`config.mk`:
```
export PLATFORM = sky130hd
export DESIGN_NAME = alu_op_sequencer_flat
export DESIGN_NICKNAME = d
export VERILOG_FILES = /design/src/rtl/alu_ctrl_pkg.sv /design/src/rtl/alu_op_sequencer_if.sv /design/src/rtl/alu_op_decoder.sv /design/src/rtl/alu_op_sequencer.sv /design/src/flat_wrapper.sv
export SDC_FILE = /design/constraint.sdc
export NUM_CORES = 1
export LEC_CHECK = 0
export CAP_MARGIN = 20
export CELL_PAD_IN_SITES_DETAIL_PLACEMENT = 1
export CELL_PAD_IN_SITES_GLOBAL_PLACEMENT = 2
export CORE_UTILIZATION = 24
export CTS_CLUSTER_DIAMETER = 100
export CTS_CLUSTER_SIZE = 8
export DETAILED_ROUTE_END_ITERATION = 12
export GPL_TIMING_DRIVEN = 0
export PLACE_DENSITY_LB_ADDON = 0.1
export SYNTH_ARGS = -nofsm -noshare
export SYNTH_HDL_FRONTEND = slang
export SYNTH_SLANG_ARGS = --single-unit
export TNS_END_PERCENT = 30
```
`constraint.sdc`:
```
create_clock -name Clk -period 1.7 [get_ports Clk]
set_input_delay 0.17 -clock Clk [delete_from_list [all_inputs] [get_ports Clk]]
set_output_delay 0.17 -clock Clk [all_outputs]
set_load 0.005 [all_outputs]
```
`src/rtl/alu_ctrl_pkg.sv`:
```
// Shared types, opcode map and helpers for the ALU control sequencer.
// Latency: n/a (declarations only).
// Backpressure: n/a.
package alu_ctrl_pkg;

  typedef enum logic [1:0] {
    IDLE   = 2'd0,
    DECODE = 2'd1,
    EXEC   = 2'd2,
    DONE   = 2'd3
  } state_t;

  localparam int OP_W = 16;

  localparam logic [3:0] OPC_ADD  = 4'd0;
  localparam logic [3:0] OPC_SUB  = 4'd1;
  localparam logic [3:0] OPC_NOTA = 4'd2;
  localparam logic [3:0] OPC_NAND = 4'd3;
  localparam logic [3:0] OPC_NOR  = 4'd4;
  localparam logic [3:0] OPC_AND  = 4'd5;
  localparam logic [3:0] OPC_OR   = 4'd6;
  localparam logic [3:0] OPC_XOR  = 4'd7;
  localparam logic [3:0] OPC_XNOR = 4'd8;
  localparam logic [3:0] OPC_LAST = OPC_XNOR;

  // Opcodes above XNOR have no ALU operation behind them.
  function automatic logic is_legal_opcode(input logic [3:0] opc);
    return (opc <= OPC_LAST);
  endfunction

endpackage

```
`src/rtl/alu_op_sequencer_if.sv`:
```
// Request and ALU-drive signals of the op sequencer, bundled for port hookup.
// Latency: n/a (wiring only).
// Backpressure: Start is only honoured while Busy is low; no queuing.
interface alu_op_sequencer_if #(
  parameter int DATA_W = 8,
  parameter int OP_W   = 16
);

  logic              Start;
  logic [3:0]        Opcode;
  logic [DATA_W-1:0] In_A;
  logic [DATA_W-1:0] In_B;
  logic [DATA_W-1:0] A;
  logic [DATA_W-1:0] B;
  logic [OP_W-1:0]   OP;
  logic              Busy;
  logic              Done;
  logic              Err;

  modport master (
    output Start, Opcode, In_A, In_B,
    input  A, B, OP, Busy, Done, Err
  );

  modport slave (
    input  Start, Opcode, In_A, In_B,
    output A, B, OP, Busy, Done, Err
  );

endinterface

```
`src/rtl/alu_op_decoder.sv`:
```
// Combinational 4-to-one-hot opcode decoder with a legality flag.
// Latency: 0 cycles (pure combinational).
// Backpressure: none; output follows input every cycle.
module alu_op_decoder #(
  parameter int OP_W = 16
) (
  input  logic [3:0]      opcode,
  output logic [OP_W-1:0] onehot,
  output logic            legal
);
  import alu_ctrl_pkg::*;

  // One bit per opcode; legality is reported separately so callers choose the illegal policy.
  always_comb begin
    onehot         = '0;
    onehot[opcode] = 1'b1;
  end

  assign legal = is_legal_opcode(opcode);

endmodule

```
`src/rtl/alu_op_sequencer.sv`:
```
// Captures an opcode/operand pair on Start, drives stable A/B and one-hot OP, waits out ALU latency, pulses Done.
// Latency: Start accepted at edge k -> A/B after k, OP after k+1, Done high k+2..k+3 (WAIT_CYCLES=1).
// Backpressure: Start ignored while Busy; illegal-opcode trap selected by CTRL_ILLEGAL_TRAP_EN.
module alu_op_sequencer #(
  parameter int DATA_W      = 8,
  parameter int OP_W        = 16,
  parameter int WAIT_CYCLES = 1
) (
  input logic               Clk,
  input logic               Reset,
  alu_op_sequencer_if.slave bus
);
  import alu_ctrl_pkg::*;

  localparam int CNT_W = $clog2(WAIT_CYCLES + 1);

  if (WAIT_CYCLES < 1) begin : g_bad_wait
    $error("alu_op_sequencer: WAIT_CYCLES must be >= 1");
  end
  if (OP_W < 16) begin : g_bad_opw
    $error("alu_op_sequencer: OP_W must be >= 16");
  end

  state_t            state_q;
  state_t            state_d;
  logic              accept;
  logic [3:0]        opc_q;
  logic [DATA_W-1:0] a_q;
  logic [DATA_W-1:0] b_q;
  logic [OP_W-1:0]   op_q;
  logic [CNT_W-1:0]  cnt_q;
  logic [OP_W-1:0]   dec_onehot;
  logic              dec_legal;
  logic              load_ab;

  alu_op_decoder #(.OP_W(OP_W)) u_dec (
    .opcode (opc_q),
    .onehot (dec_onehot),
    .legal  (dec_legal)
  );

`ifdef CTRL_ILLEGAL_TRAP_EN
  logic err_q;
  // A trapped opcode must leave the ALU operands untouched, so gate the operand load on legality.
  assign load_ab = accept && is_legal_opcode(bus.Opcode);
`else
  assign load_ab = accept;
`endif

  // State register.
  always_ff @(posedge Clk) begin
    if (Reset) begin
      state_q <= IDLE;
    end else begin
      state_q <= state_d;
    end
  end

  // Next-state logic; Start is only looked at in IDLE.
  always_comb begin
    state_d = state_q;
    accept  = 1'b0;
    case (state_q)
      IDLE: begin
        if (bus.Start) begin
          accept  = 1'b1;
          state_d = DECODE;
        end
      end
      DECODE: begin
`ifdef CTRL_ILLEGAL_TRAP_EN
        state_d = dec_legal ? EXEC : DONE;
`else
        state_d = EXEC;
`endif
      end
      EXEC: begin
        if (cnt_q == '0) begin
          state_d = DONE;
        end
      end
      DONE: begin
        state_d = IDLE;
      end
      default: begin
        state_d = IDLE;
      end
    endcase
  end

  // Operand/opcode capture, OP word update and wait counter.
  always_ff @(posedge Clk) begin
    if (Reset) begin
      opc_q <= '0;
      a_q   <= '0;
      b_q   <= '0;
      op_q  <= '0;
      cnt_q <= '0;
    end else begin
      if (accept) begin
        opc_q <= bus.Opcode;
      end
      if (load_ab) begin
        a_q <= bus.In_A;
        b_q <= bus.In_B;
      end
      if (state_q == DECODE) begin
        cnt_q <= CNT_W'(WAIT_CYCLES - 1);
        if (dec_legal) begin
          op_q <= dec_onehot;
        end else begin
`ifndef CTRL_ILLEGAL_TRAP_EN
          // OP=0 makes the ALU clear its result rather than compute garbage.
          op_q <= '0;
`endif
        end
      end
      if ((state_q == EXEC) && (cnt_q != '0)) begin
        cnt_q <= cnt_q - 1'b1;
      end
    end
  end

`ifdef CTRL_ILLEGAL_TRAP_EN
  // Sticky illegal-opcode flag, cleared by the next accepted Start.
  always_ff @(posedge Clk) begin
    if (Reset) begin
      err_q <= 1'b0;
    end else if (accept) begin
      err_q <= 1'b0;
    end else if ((state_q == DECODE) && !dec_legal) begin
      err_q <= 1'b1;
    end
  end
  assign bus.Err = err_q;
`else
  assign bus.Err = 1'b0;
`endif

  assign bus.A    = a_q;
  assign bus.B    = b_q;
  assign bus.OP   = op_q;
  assign bus.Busy = (state_q != IDLE);
  assign bus.Done = (state_q == DONE);

endmodule

```
`src/flat_wrapper.sv`:
```
// flat-port wrapper written by rule: the top's interface ports become plain ports
module alu_op_sequencer_flat import alu_ctrl_pkg::*;
#(
  parameter int DATA_W      = 8,
  parameter int OP_W        = 16,
  parameter int WAIT_CYCLES = 1
)
  (Clk, Reset, bus_Start, bus_Opcode, bus_In_A, bus_In_B, bus_A, bus_B, bus_OP, bus_Busy, bus_Done, bus_Err);
  alu_op_sequencer_if #(.DATA_W(DATA_W), .OP_W(OP_W)) bus_i ();
  input logic Clk;
  input logic Reset;
  input wire logic [$bits(bus_i.Start)-1:0] bus_Start;
  input wire logic [$bits(bus_i.Opcode)-1:0] bus_Opcode;
  input wire logic [$bits(bus_i.In_A)-1:0] bus_In_A;
  input wire logic [$bits(bus_i.In_B)-1:0] bus_In_B;
  output wire logic [$bits(bus_i.A)-1:0] bus_A;
  output wire logic [$bits(bus_i.B)-1:0] bus_B;
  output wire logic [$bits(bus_i.OP)-1:0] bus_OP;
  output wire logic [$bits(bus_i.Busy)-1:0] bus_Busy;
  output wire logic [$bits(bus_i.Done)-1:0] bus_Done;
  output wire logic [$bits(bus_i.Err)-1:0] bus_Err;
  assign bus_i.Start = bus_Start;
  assign bus_i.Opcode = bus_Opcode;
  assign bus_i.In_A = bus_In_A;
  assign bus_i.In_B = bus_In_B;
  assign bus_A = bus_i.A;
  assign bus_B = bus_i.B;
  assign bus_OP = bus_i.OP;
  assign bus_Busy = bus_i.Busy;
  assign bus_Done = bus_i.Done;
  assign bus_Err = bus_i.Err;
  alu_op_sequencer #(.DATA_W(DATA_W), .OP_W(OP_W), .WAIT_CYCLES(WAIT_CYCLES)) u_core (.Clk(Clk), .Reset(Reset), .bus(bus_i));
endmodule
```
=== After elaboration in Yosys (flattened, before gate mapping) ===
Index checks and enable logic that the tools add are counted.

* Register bits after elaboration: 39
* Bits in latches: 0
* RAM bits: 0
* Bits in read-only memories: 0
* Bits of input ports: 23
* Output and inout bits: 35
* Word-level logic and storage cells: 31
* Memories: 0

* Add/subtract/negate cells: 1
* $mul: 0
* Div/mod/pow operators: 0
* Magnitude comparators: 3
* Eq/ne operators: 5
* Shift operators: 0
* Muxes and demuxes: 10
* Bitwise operators: 0
* Reduce and logical (&&, ||, !) cells: 6

{| class="wikitable"
|+ Operators by type and width
! operator !! count
|-
| 16-bit two-way mux || 1
|-
| 2-bit one-hot mux with 4 select lines || 1
|-
| 4-bit by 5-bit less-than comparator with 1-bit output, second input constant || 1
|-
| 1-bit two-way mux || 5
|-
| 1-bit demux with 4-bit select || 1
|-
| 2-bit equality test, second input constant || 2
|-
| 4-bit by 1-bit >= comparator with 1-bit output, second input constant || 1
|-
| 4-bit <= comparator, second input constant || 1
|-
| 2-bit two-way mux || 2
|-
| 2-bit inequality test, second input constant || 2
|-
| 2-bit nonzero test || 2
|-
| 2-bit by 1-bit equality test with 1-bit output, second input constant || 1
|-
| 1-bit logical AND || 2
|-
| 2-bit zero test || 1
|-
| 2-bit AND reduction || 1
|-
| 1-bit subtractor, second input constant || 1
|}

=== Depth between registers and ports, before layout ===
Gate-level depths: netlist of run 1.

* Word-level depth: 5
* Mapped depth: 6
* Gate-level depth less buffers: 5

=== Hierarchy ===
Synthesis of run 1 repeated with hierarchy kept, for this count alone.

* Cells, all modules: 199
* Area, all modules: 1853.0 sq um

{| class="wikitable"
|+ Modules (own cells, without submodules)
! module !! instances !! cells each !! area each (sq um) !! seq. area each (sq um)
|-
| alu_op_sequencer || 1 || 178 || 1564.0 || 780.7
|-
| alu_op_decoder || 1 || 21 || 289.0 || 0.0
|}

=== Least setup slack after synthesis of run 1 ===
No wires, ideal clock.

* Path type: register to register
* Start: register u_core.state_q[0]
* End: register u_core.a_q[0] (netlist: u_core.bus.A[0])
* Library setup time: 132 ps
* Arrival: 1068 ps
* Data required time: 1568 ps
* Path slack: 500 ps
* Cell stages (with the launch flop): 7
* Buffers on the path: 1
* Period minus slack after synthesis: 1200 ps
* Path through: dfxtp_1 -> inv_1 -> ha_1 -> and2_1 -> buf_4 -> nand2_1 -> a21oi_1

* Longest elaborated chain between the ends: 2

{| class="wikitable"
|+ RTL lines
! what !! RTL line !! RTL
|-
| from (decl) || alu_op_sequencer.sv:24 || <nowiki>state_t state_q;</nowiki>
|-
| from (signal assigned) || alu_op_sequencer.sv:55 || <nowiki>state_q <= state_d;</nowiki>
|-
| 2-bit zero test || alu_op_sequencer.sv:63 || <nowiki>case (state_q)</nowiki>
|-
| 1-bit two-way mux || alu_op_sequencer.sv:63 ||
|-
| to (signal assigned) || alu_op_sequencer.sv:104 || <nowiki>a_q <= bus.In_A;</nowiki>
|-
| to (decl) || alu_op_sequencer.sv:28 || <nowiki>logic [DATA_W-1:0] a_q;</nowiki>
|}

No other way between the ends.
A chain may end at the register's enable or synchronous reset.

=== Worst setup path after layout of run 1 ===
* Start: register u_core.state_q[0]
* End: output port bus_Busy

* Longest elaborated chain between the ends: 1

{| class="wikitable"
|+ RTL lines
! what !! RTL line !! RTL
|-
| 2-bit nonzero test || alu_op_sequencer.sv:143 || <nowiki>assign bus.Busy = (state_q != IDLE);</nowiki>
|-
| to (decl) || flat_wrapper.sv:19 || <nowiki>output wire logic [$bits(bus_i.Busy)-1:0] bus_Busy;</nowiki>
|}

No other way between the ends.

==> results.toml, run 1 <==
[timing]
max_freq_mhz = 612
fin_skew_ns = 0.00388
fin_crit_sh = 0.961
fin_crit_ns = 1.63
maxSlewViolCount = 0
hold_viol_final = 0
setup_viol = 0

[layout]
seq_area_sq_um = 786
area_delta_synth_final_pct = 53.6
layout.nets = 240
design_area_sq_um = 2180
antenna_cells = 0
multi_input_area_sq_um = 568
fillers = 667
final_cells = 286
drive_gt1_frac = 0.103

[yosys]
synthesis.nets = 178
ys.flop_type = "dfxtp_1"
synth-async-reset-ratio = 0
synthTopCellsByArea = "dfxtp_1, nand2_1, a21oi_1"
synthTopCellsByCount = "nand2_1, dfxtp_1, a21oi_1, and2_1, a22o_1"
synth-edff-count = 0
synth.most_common_cell = "nand2_1"
synth.avg_cell_area_sq_um = 9.40
synth_area_sq_um = 1420
yosys.area.top_type = "dfxtp_1"
yosysSeqAreaShare = 0.550
ys_seq_elements = 39
ys_types = 25
synthCells = 151
yosys_warnings = 0
synth_top_area_share = 0.550

[floorplanning]
io-pin-count = 58
die_area_sq_um = 6230
floorplan.initialDensity = 0.253
coreArea_sq_um = 5610
die_height_um = 78.9
die_w_um = 78.9
rows = 27

[grt]
overflow = 0
grt_pass1_wl_um = 5560
grt_pass1_vias = 1217
grt_max_degree = 14
antenna_found_initial = 0
grtUsageTotal = 0.118

[run]
max_cap_violations = 0

[power_and_ir_drop]
power.total_mw = 2.67
power_density_nw_per_um2 = 1220
p_leak_nw = 0.824
irDropWorstVdd_mv = 0.397

[critical_path]
crit_arrival_ns = 1.46
path_max_fanout = 4
reg2reg_depth = 5
crit_type = "reg2out"
critical_path_required_ns = 1.53
cp-end-kind = "output pin"
crit_path_start_kind = "register"

[place]
dpl-instance-area_sq_um = 2060
dp_hpwl_um = 2590
portBuffers = 55
gp_congestion = 0.716
place_inst = 278

[status]
outcome = "completed"

[drt]
finalWirelength_um = 3490
vias = 1233
drt_iter0_markers = 33
ant_nets = 0
via_per_inst = 4.31
drc = 0
drt_first_pass_iters = 4
wl_per_cell_um = 12.2

[hold_path]
hold_class = "in2reg"
hold_depth = 2

[clock_tree]
cts_root_buffer = "clkbuf_8"
cts_tree = "built"
clk_pin_slew_ns = 0.08
cts_buffers = 5
cts.sinks = 39
htreeDepth = 2
cts_setup_buffers = 0
insertion_delay_ns = 0.29
hold_buffers = 0
clock_tree.buffer_depth = 2
==> critical path, stage by stage, from the launching register on <==
cell and delay, ns:
dfxtp_4 0.37, inv_1 0.06, ha_2 0.20, inv_2 0.06, clkdlybuf4s50_1 0.49
==> final cells by class <==
class	count	area share
Timing Repair Buffer	55	0.252
Buffer	9	0.0287
Tap cell	72	0.0413
Multi-Input combinational cell	100	0.260
Clock buffer	5	0.0316
Clock inverter	3	0.0201
Inverter	3	0.00516
Sequential cell	39	0.360
==> path summary, 6_finish.rpt <==
kind | start | end | slack (ns)
setup / recovery | u_core.state_q[0] | bus_Busy | 0.07
hold reg to reg | u_core.bus.A[3] | u_core.bus.A[3] | 0.45
hold / removal | Reset | u_core.bus.OP[8] | 0.1
setup reg to reg | u_core.state_q[1] | u_core.bus.OP[2] | 0.36
==> cell usage in the layout, fill, tap and decap left out, types with 2 or more instances in the layout <==
master,Yosys,routed
nor2_1,3,3
buf_6,2,2
and2_1,8,8
nor2b_1,2,2
a21oi_1,21,21
nand2b_1,3,3
clkbuf_8,0,5
a32o_1,2,2
inv_1,2,2
dfxtp_1,39,37
buf_4,3,3
a22o_1,6,6
ha_1,4,3
clkdlybuf4s50_1,0,55
clkbuf_1,2,2
buf_2,2,2
nand2_1,42,42
==> routing by layer <==
| metal | share of wire | vias to the layer above | global-route usage | wire length, um |
|---|---|---|---|---|
| met2 | 0.49 | 44 | 0.204 | 1700 |
| met5 | 0 | - | 0 | 0 |
| met1 | 0.43 | 566 | 0.130 | 1500 |
| met4 | 0.0097 | 0 | 0.0436 | 34 |
| li1 | - | 619 | - | - |
| met3 | 0.073 | 4 | 0.0460 | 255 |
==> power breakdown <==
part | switching [mW] | internal, mW | total [mW]
Combinational | 0.342 | 0.413 | 0.755
Clock | 0.332 | 0.437 | 0.768
Sequential | 0.0935 | 1.05 | 1.14
Total | 0.767 | 1.90 | 2.67
==> repair_timing <==
action / in CTS / in global routing
endpoints found under the hold margin: 0 / 0
endpoints found under the setup margin: 1 / 1
resized for setup: 3 / 1
==> registers in the layout, summed over array words and instances (netlist names) <==
| signal | flops |
|---|---|
| u_core.bus.A | 8 |
| u_core.bus.B | 8 |
| u_core.bus.OP | 16 |
| u_core.cnt_q | 1 |
| u_core.opc_q | 4 |
| u_core.state_q | 2 |
==> kinds of logic (layout without fill, tap and decap cells) <==
family          count (synthesis)  count (layout)  synth area share
simple gates                   63              63             0.217
flops                          39              39             0.550
compound gates                 31              31             0.137
buf+inv                        12              75            0.0520
fa+ha+maj                       4               4            0.0352
other cells                     1               1           0.00264
mux                             1               1           0.00705
==> stage by stage <==
stage / hold WS (ns) / utilization / setup TNS (ns) / setup slack (ns)
after floorplan: 0.306 / - / 0 / 0.500
after global placement: 0.400 / 0.367 / 0 / 0.294
after detailed placement: 0.409 / 0.367 / 0 / 0.256
after CTS: 0.0938 / 0.388 / 0 / 0.0364
after global routing: 0.0873 / 0.389 / -0.000891 / -0.000891
final: 0.0980 / 0.389 / 0 / 0.0662
Power figures use the tool's default switching activity.
==> run 2: changes to the inputs <==
--- a/config.mk
+++ b/config.mk
@@ -12,7 +12,7 @@
 export CTS_CLUSTER_DIAMETER = 100
 export CTS_CLUSTER_SIZE = 8
 export DETAILED_ROUTE_END_ITERATION = 12
-export GPL_TIMING_DRIVEN = 0
+export GPL_TIMING_DRIVEN = 1
 export PLACE_DENSITY_LB_ADDON = 0.1
 export SYNTH_ARGS = -nofsm -noshare
 export SYNTH_HDL_FRONTEND = slang
==> results.toml, run 2 (synthesized netlist as in run 1, its figures left out) <==
[status]
outcome = "completed"

[power_and_ir_drop]
power_density_nw_per_um2 = 1170
p_leak_nw = 0.787
irDropWorstVdd_mv = 0.420

[hold_path]
hold_class = "in2reg"
hold_depth = 3

[floorplanning]
io-pin-count = 58
floorplan.initialDensity = 0.253
rows = 27
coreArea_sq_um = 5610
die_w_um = 78.9
die_height_um = 78.9
die_area_sq_um = 6230

[grt]
grt_max_degree = 26
grtUsageTotal = 0.123
antenna_found_initial = 0
overflow = 0
grt_pass1_vias = 1261
grt_pass1_wl_um = 5840

[clock_tree]
insertion_delay_ns = 0.29
cts_buffers = 5
clk_pin_slew_ns = 0.08
hold_buffers = 0
htreeDepth = 2
cts_tree = "built"
cts_root_buffer = "clkbuf_8"
cts.sinks = 39
clock_tree.buffer_depth = 2

[drt]
drt_iter0_markers = 31
wl_per_cell_um = 12.9
vias = 1211
ant_nets = 0
via_per_inst = 4.33
finalWirelength_um = 3600
drc = 0
drt_first_pass_iters = 4

[layout]
area_delta_synth_final_pct = 49.5
drive_gt1_frac = 0.0865
fillers = 666
final_common_cell = "clkdlybuf4s50_1"
design_area_sq_um = 2120
layout.nets = 234
layout_common_cells = "clkdlybuf4s50_1, nand2_1, dfxtp_1"
final_cells = 280
largest_reg_flops = 16
antenna_cells = 0

[critical_path]
reg2reg_depth = 4
crit_arrival_ns = 1.46
critical_path_required_ns = 1.53
worstPathCellList = "inv_1, ha_2, inv_2, clkdlybuf4s50_1"
max_stage_delay_ns = 0.49
path_delay_family = "buffers and inverters"
worst-path-stages = 4
crit_slowest_cell = "clkdlybuf4s50_1"
path_buf_inv = 3
cp-end-kind = "output pin"
path_max_fanout = 4
crit_type = "reg2out"
crit_path_start_kind = "register"

[timing]
setup_viol = 0
fin_crit_ns = 1.63
slew_headroom = 0.648
max_freq_mhz = 615
fin_skew_ns = 0.00561
rsz0062_at_grt = "no"
setup_tns_ns = 0
fin_crit_sh = 0.957
finalWorstSetupSlack_ns = 0.0738
hold_viol_final = 0
maxSlewViolCount = 0
tightest_slew_ns = 0.527

[place]
dp_hpwl_um = 2680
place_inst = 272
gp_congestion = 0.725
dpl_worst_slack_ns = 0.0209
dpl-instance-area_sq_um = 2020
portBuffers = 56

[run]
max_cap_violations = 0
==> run 2: changes by cell type in the layout (fill, tap and decap cells not counted) <==
cell / before / now
buf_2: 2 / 0
buf_6: 2 / 0
clkbuf_1: 2 / 0
and2_1: 8 / 7
and2_2: 0 / 1
buf_4: 3 / 2
bufinv_16: 1 / 0
clkdlybuf4s50_1: 55 / 56
clkinv_2: 1 / 0
clkinv_4: 1 / 2
clkinvlp_4: 0 / 1
dfxtp_2: 1 / 2
dfxtp_4: 1 / 0
==> run 2: metrics by stage <==
stage,hold slack (ns),utilization,total power [mW]
floorplan,0.306,-,1.54
global placement,0.441,0.361,1.86
detailed placement,0.444,0.361,1.89
CTS,0.417,0.378,2.54
global route,0.417,0.379,2.67
finish,0.430,0.379,2.48
==> run 2: worst register-to-register path, delay by kind of cell (launching register included) <==
family                     cells  cell delay [ns]
DFF                            1             0.36
adders and majority gates      1             0.25
buffers and inverters          1             0.07
and+or+nand+nor                1             0.46
AOI/OAI and AO/OA              1             0.23
==> run 2: where the power goes <==
group          total (mW)  leakage [nW]  switching (mW)  internal (mW)
sequential           1.14         0.318          0.0953           1.05
combinational       0.715         0.424           0.332          0.383
clock               0.626        0.0443           0.334          0.293
==> run 2: final timing paths <==
check	from	endpoint	slack, ns
worst max-delay path	u_core.state_q[1]	bus_Busy	0.07
worst min-delay path	bus_In_A[4]	u_core.bus.A[4]	0.43
worst max register to register	u_core.state_q[1]	u_core.bus.OP[5]	0.29
worst min register to register	u_core.bus.A[5]	u_core.bus.A[5]	0.46
==> run 2: repair_timing <==
item / in CTS / in global routing
pin swaps: 0 / 1
endpoints found under the setup margin: 1 / 21
hold endpoints to repair: 0 / 0
gates resized for setup: 2 / 2
buffers inserted: 0 / 0
==> run 2: routing by layer <==
metal  wire, um  up-vias  global-route usage  share of wire
li1           -      604                   -              -
met1       1590      558               0.139           0.44
met2       1700       45               0.215           0.47
met3        278        4              0.0437          0.077
met4         38        0              0.0436          0.011
met5          0        -                   0              0
==> run 2: layout make-up <==
class,instances,area (sq um),share of cell area
Clock buffer,5,68.8,0.0324
Tap cell,72,90.1,0.0424
Inverter,3,11.3,0.00530
Timing Repair Buffer,58,576,0.271
Sequential cell,39,783,0.369
Multi-Input combinational cell,100,569,0.268
Clock inverter,3,25.0,0.0118
